### src/rtl/imem_pkg.sv
// Shared types and default parameters for the instruction-memory arbiter.
// Latency: n/a (declarations only).
// Backpressure: n/a.
package imem_pkg;

    // Which requester owns the read data returning from memory this cycle
    typedef enum logic [1:0] {
        NONE  = 2'd0,
        FETCH = 2'd1,
        DBG   = 2'd2
    } owner_e;

    localparam int DEF_WIDTH        = 32;
    localparam int DEF_ADDR_W       = 16;
    localparam int DEF_STARVE_LIMIT = 4;
    localparam int WORD_AW          = DEF_ADDR_W - 2;

endpackage

### src/rtl/imem_arbiter.sv
// Arbitrates one instruction memory between fetch (F, priority) and debug/loader (D).
// Latency: grant is combinational; read data returns one cycle after the grant.
// Backpressure: losing requester holds its request until gnt; D is guaranteed a grant after STARVE_LIMIT F wins.
module imem_arbiter
    import imem_pkg::*;
#(
    parameter int WIDTH        = DEF_WIDTH,
    parameter int ADDR_W       = DEF_ADDR_W,
    parameter int STARVE_LIMIT = DEF_STARVE_LIMIT
) (
    input  logic              clk,
    input  logic              rst_n,
    // fetch port
    input  logic              f_req,
    input  logic [WIDTH-1:0]  f_addr,
    input  logic              f_flush,
    output logic              f_gnt,
    output logic              f_rvalid,
    output logic [WIDTH-1:0]  f_rdata,
    // debug / loader port
    input  logic              d_req,
    input  logic              d_we,
    input  logic [WIDTH-1:0]  d_addr,
    input  logic [WIDTH-1:0]  d_wdata,
    output logic              d_gnt,
    output logic              d_rvalid,
    output logic [WIDTH-1:0]  d_rdata,
    // memory macro
    output logic              mem_en,
    output logic              mem_we,
    output logic [ADDR_W-3:0] mem_addr,
    output logic [WIDTH-1:0]  mem_wdata,
    input  logic [WIDTH-1:0]  mem_rdata
);

    localparam logic [3:0] LIMIT = 4'(STARVE_LIMIT);

    owner_e     owner_q, owner_d;
    logic [3:0] starve_cnt_q, starve_cnt_d;
    logic       d_prio_q, d_prio_d;

    // Byte-offset bits and bits above the decoded range are intentionally dropped
    logic unused_addr_bits;
    assign unused_addr_bits = ^{f_addr[WIDTH-1:ADDR_W], f_addr[1:0],
                                d_addr[WIDTH-1:ADDR_W], d_addr[1:0]};

    // Fixed fetch priority, overridden by d_prio once D has waited long enough
    always_comb begin
        f_gnt = f_req & ~(d_req & d_prio_q);
        d_gnt = d_req & ~f_gnt;
    end

    // Steer the winner onto the memory port; idle and fetch cycles carry zero write data
    always_comb begin
        mem_en    = f_gnt | d_gnt;
        mem_we    = d_gnt & d_we;
        mem_addr  = d_gnt ? d_addr[ADDR_W-1:2] : f_addr[ADDR_W-1:2];
        mem_wdata = d_gnt ? d_wdata : '0;
    end

    // Count F wins while D waits; raise d_prio for the cycle after the limit is hit
    always_comb begin
        starve_cnt_d = starve_cnt_q;
        d_prio_d     = d_prio_q;
        if (d_gnt || !d_req) begin
            starve_cnt_d = 4'd0;
        end else if (f_gnt && (starve_cnt_q != 4'hF)) begin
            starve_cnt_d = starve_cnt_q + 4'd1;
        end
        if (d_gnt) begin
            d_prio_d = 1'b0;
        end else if (starve_cnt_d >= LIMIT) begin
            d_prio_d = 1'b1;
        end
    end

    // Response owner: who gets mem_rdata next cycle (writes and flushed fetches get none)
    always_comb begin
        owner_d = NONE;
        if (f_gnt && !f_flush) begin
            owner_d = FETCH;
        end else if (d_gnt && !d_we) begin
            owner_d = DBG;
        end
    end

    // Response outputs gated by the owner so the non-owning port always sees zero
    always_comb begin
        f_rvalid = (owner_q == FETCH);
        d_rvalid = (owner_q == DBG);
        f_rdata  = f_rvalid ? mem_rdata : '0;
        d_rdata  = d_rvalid ? mem_rdata : '0;
    end

    // State registers; reset drops any in-flight response immediately
    always_ff @(posedge clk or negedge rst_n) begin
        if (!rst_n) begin
            owner_q      <= NONE;
            starve_cnt_q <= 4'd0;
            d_prio_q     <= 1'b0;
        end else begin
            owner_q      <= owner_d;
            starve_cnt_q <= starve_cnt_d;
            d_prio_q     <= d_prio_d;
        end
    end

endmodule

### config.mk
export PLATFORM = sky130hd
export DESIGN_NAME = imem_arbiter
export DESIGN_NICKNAME = d
export VERILOG_FILES = /design/src/rtl/imem_pkg.sv /design/src/rtl/imem_arbiter.sv
export SDC_FILE = /design/constraint.sdc
export NUM_CORES = 1
export LEC_CHECK = 0
export CAP_MARGIN = 25
export CORE_AREA = 2 2 97 99
export CTS_CLUSTER_DIAMETER = 80
export DETAILED_ROUTE_END_ITERATION = 8
export DIE_AREA = 0 0 99 101
export DONT_BUFFER_PORTS = 1
export PLACE_DENSITY = 0.3
export REMOVE_ABC_BUFFERS = 1
export SETUP_SLACK_MARGIN = 0.05
export SLEW_MARGIN = 10
export SYNTH_ARGS = -nofsm -noshare
export SYNTH_HDL_FRONTEND = slang
export SYNTH_SLANG_ARGS = --single-unit
### constraint.sdc
create_clock -name clk -period 2 [get_ports clk]
set_clock_uncertainty 0.1 [all_clocks]
set_input_delay 0.5 -clock clk [delete_from_list [all_inputs] [get_ports clk]]
set_output_delay 0.5 -clock clk [all_outputs]
set_load 0.05 [all_outputs]
==> metrics.md <==
| Metric | Value |
|---|---|
| Outcome | complete, but fails checks |
| Failing checks | setup timing |
| Post-Synthesis Cells | 156 |
| Largest net degree at the start of global routing | 19 |
| M1 GR Usage | 0.116 |
| Cells on worst reg2reg path | 4 |
| # IOs | 250 |
| Filler Cells Inserted | 813 |
| Synth Area per Inst | 7.59 sq um |
| Power Dens Cells | 328 mW/mm^2 |
| Synth top area share | 0.518 |
| Residual DRC | 0 |
| Yosys top cell by area | and2_1 |
| Diodes inserted | 0 |
| CP startpoint kind | flop |
| GRT met2 Usage | 0.227 |
| TritonCTS clock tree | done |
| Share of cells above drive strength 1 | 0.833 |
| Initial Utilization | 0.132 |
| Highest clock rate | 0.486 GHz |
| Worst-path fanout max | 18 |
| Clock power share | 0.158 |
| Drt total wl | 6830 microns |
| Post-layout min period | 2060 ps |
| Placed cells | 361 |
| Unrepaired setup endpoints after global routing | true |
| Hold Path Class | primary input to flop |
| Clock transition at path regs | 40 ps |
| Commonest non-fill, non-tap cells in the layout | 90 x buf_12, 82 x and2_4, 15 x and2_1 |
| Initial drt markers | 10 |
| Total Die Area | 0.0100 sq mm |
| CP Cell Sequence | inv_2, a21boi_4, buf_12, buf_12, and2_4, buf_12 |
| P_sw | 555 uW |
| Synth cell types | 21 |
| Initial antenna violation count | 0 |
| Mapped Area | 0.00118 sq mm |
| Crit path capture | mem_wdata[17] |
| Core ar. | 0.00898 sq mm |
| Flop2flop setup slack | 650 ps |
| Num CTS Buffers | 3 |
| Area delta synth->final | 227% |
| R2R Path Start | starve_cnt_q[0] |
| Maximum vdd drop | 0.266 mV |
| Vias in the first global route | 1509 |
| Crit. path cell count | 6 |
| CP max stage delay | 360 ps |
| Kind of cell adding the most delay to the critical path | buffers and inverters |
| First-pass GRT wire length | 8810 microns |
| Number of clock sinks | 7 |
| Final std cells w/o fill | 380 |
| Sequential share of power | 0.119 |
| Sw Ratio | 0.438 |
| Post-DP Area | 0.00315 sq mm |
| Post-Route Setup TNS | -1920 ps |
| Gr usage total | 0.113 |
| Reg2reg end | d_prio_q |
| Setup-failing EPs final | 58 |
| Required time worst endpoint | 1400 ps |
| Final worst path period share | 1.03 |
| Via density | 4.19 |
| Ys Warns | 0 |
| Post-place setup slack | -7.96 ps |
| Grt ovf | 0 |
| Pleak | 0.00169 uW |
| Die height | 101 microns |
| RePlAce Congestion | 0.756 |
| CP max stage cell | dfrtp_1 |
| Average wire per standard cell | 18.0 microns |
| Final Cell Area | 0.00386 sq mm |
| DP Wirelength | 4980 microns |
| Root buffer cell | clkbuf_8 |
| Reg area | 175 sq um |
| Worst Tran Pin Value | 337 ps |
| Row Count | 35 |
| Clock Path Buffers | 2 |
| Via count | 1594 |
| Grt met3 use | 0.0416 |
| Crit path from | d_prio_q |
| Synth area leaders | and2_1 52%, dfrtp_1 15%, mux2_2 13% |
| Comb pwr share | 0.724 |
| Final Max Tran Viols | 0 |
| H-tree depth | 1 |
| Worst setup margin | -57.6 ps |
| CP dominant cell by count | buf_12 |
| Detailed Routing Iterations Pass 1 | 4 |
| Die Wd | 99 microns |
| ANT nets after route | 0 |
| Port buffer count | 0 |
| Worst setup EP type | output pin |
| Cell internal pwr | 713 uW |
| Nets | 405 |
| Seq/Total Area, Yosys | 0.148 |
| Area of the multi-input gates | 0.00121 sq mm |
| GRT Max-Usage Layer | met2 |
| Commonest non-fill, non-tap cell in the layout | buf_12 |
| Final hold violation count | 0 |
| Worst rel slew slack | 0.774 |
| Synth Register Bits | 7 |
| Final core occ | 0.431 |
| Clock Latency Late Sink | 230 ps |
| WS Path Type | flop to output pin |
| Crit path buf inv count | 4 |
| Worst Path Arrival | 1460 ps |
| Max Cap Viol | 0 |
worst min-delay path by stage:
stage	startpoint	endpoint	slack, ps	cells past startpoint
after global placement	rst_n	owner_q[1]	100	0
after CTS	f_flush	owner_q[0]	230	1
final	f_flush	owner_q[0]	230	1
after global routing	f_flush	owner_q[0]	220	1
after detailed placement	rst_n	starve_cnt_q[0]	100	0
after floorplan	rst_n	d_prio_q	100	0
power groups by stage:
stage	clock, uW	sequential, uW	combinational, uW
floorplan	0	150	444
global placement	0	151	766
detailed placement	0	151	767
CTS	207	150	848
global route	220	151	946
finish	200	150	918
logic make-up (layout without fill, tap and decap cells):
kind of cell,Yosys count,after routing,share of synthesized area
xor+xnor,1,1,0.00740
compound gates,8,8,0.0550
buf+inv,13,126,0.0634
mux,15,15,0.142
flops,7,7,0.148
fa+ha+maj,1,1,0.0106
simple gates,111,111,0.574
state kept, by name, indices dropped and copies added, names as in the netlist:
| register | flops |
|---|---|
| d_prio_q | 1 |
| owner_q | 2 |
| starve_cnt_q | 4 |
through the flow:
stage	hold slack, ps	power [uW]
2_1_floorplan	104	594
3_3_place_gp	105	918
4_1_cts	229	1200
3_5_place_dp	105	918
6_report	235	1270
5_1_grt	225	1320
routing by layer:
metal  vias to the layer above  share of wire
met5                         -              0
met4                         0         0.0016
met3                         4           0.12
met2                       150           0.56
met1                       719           0.32
li1                        721              -
synthesized netlist by cell type, drive strengths merged:
cell type  number
dfrtp           7
o31a            1
nor2            3
ha              1
clkbuf          5
mux2i           1
buf             6
nand3           3
inv             2
and2           98
nor2b           4
a211oi          2
or2             1
mux2           14
a21oi           3
xnor2           1
nand2           1
a21boi          2
nor3            1
cell type report:
type	instances	area share
Multi-Input combinational cell	136	0.312
Tap cell	111	0.0359
Sequential cell	7	0.0453
Timing Repair Buffer	120	0.593
Clock buffer	4	0.0117
Inverter	2	0.00194
what timing repair did:
action	4_1_cts	5_1_grt
setup endpoints to repair	50	112
gates cloned	4	5
gates resized for setup	65	67
buffers inserted	2	3
hold buffers	1	0
pin swaps	20	25
endpoints found under the hold margin	7	0
(Power assumes the default switching activity.)
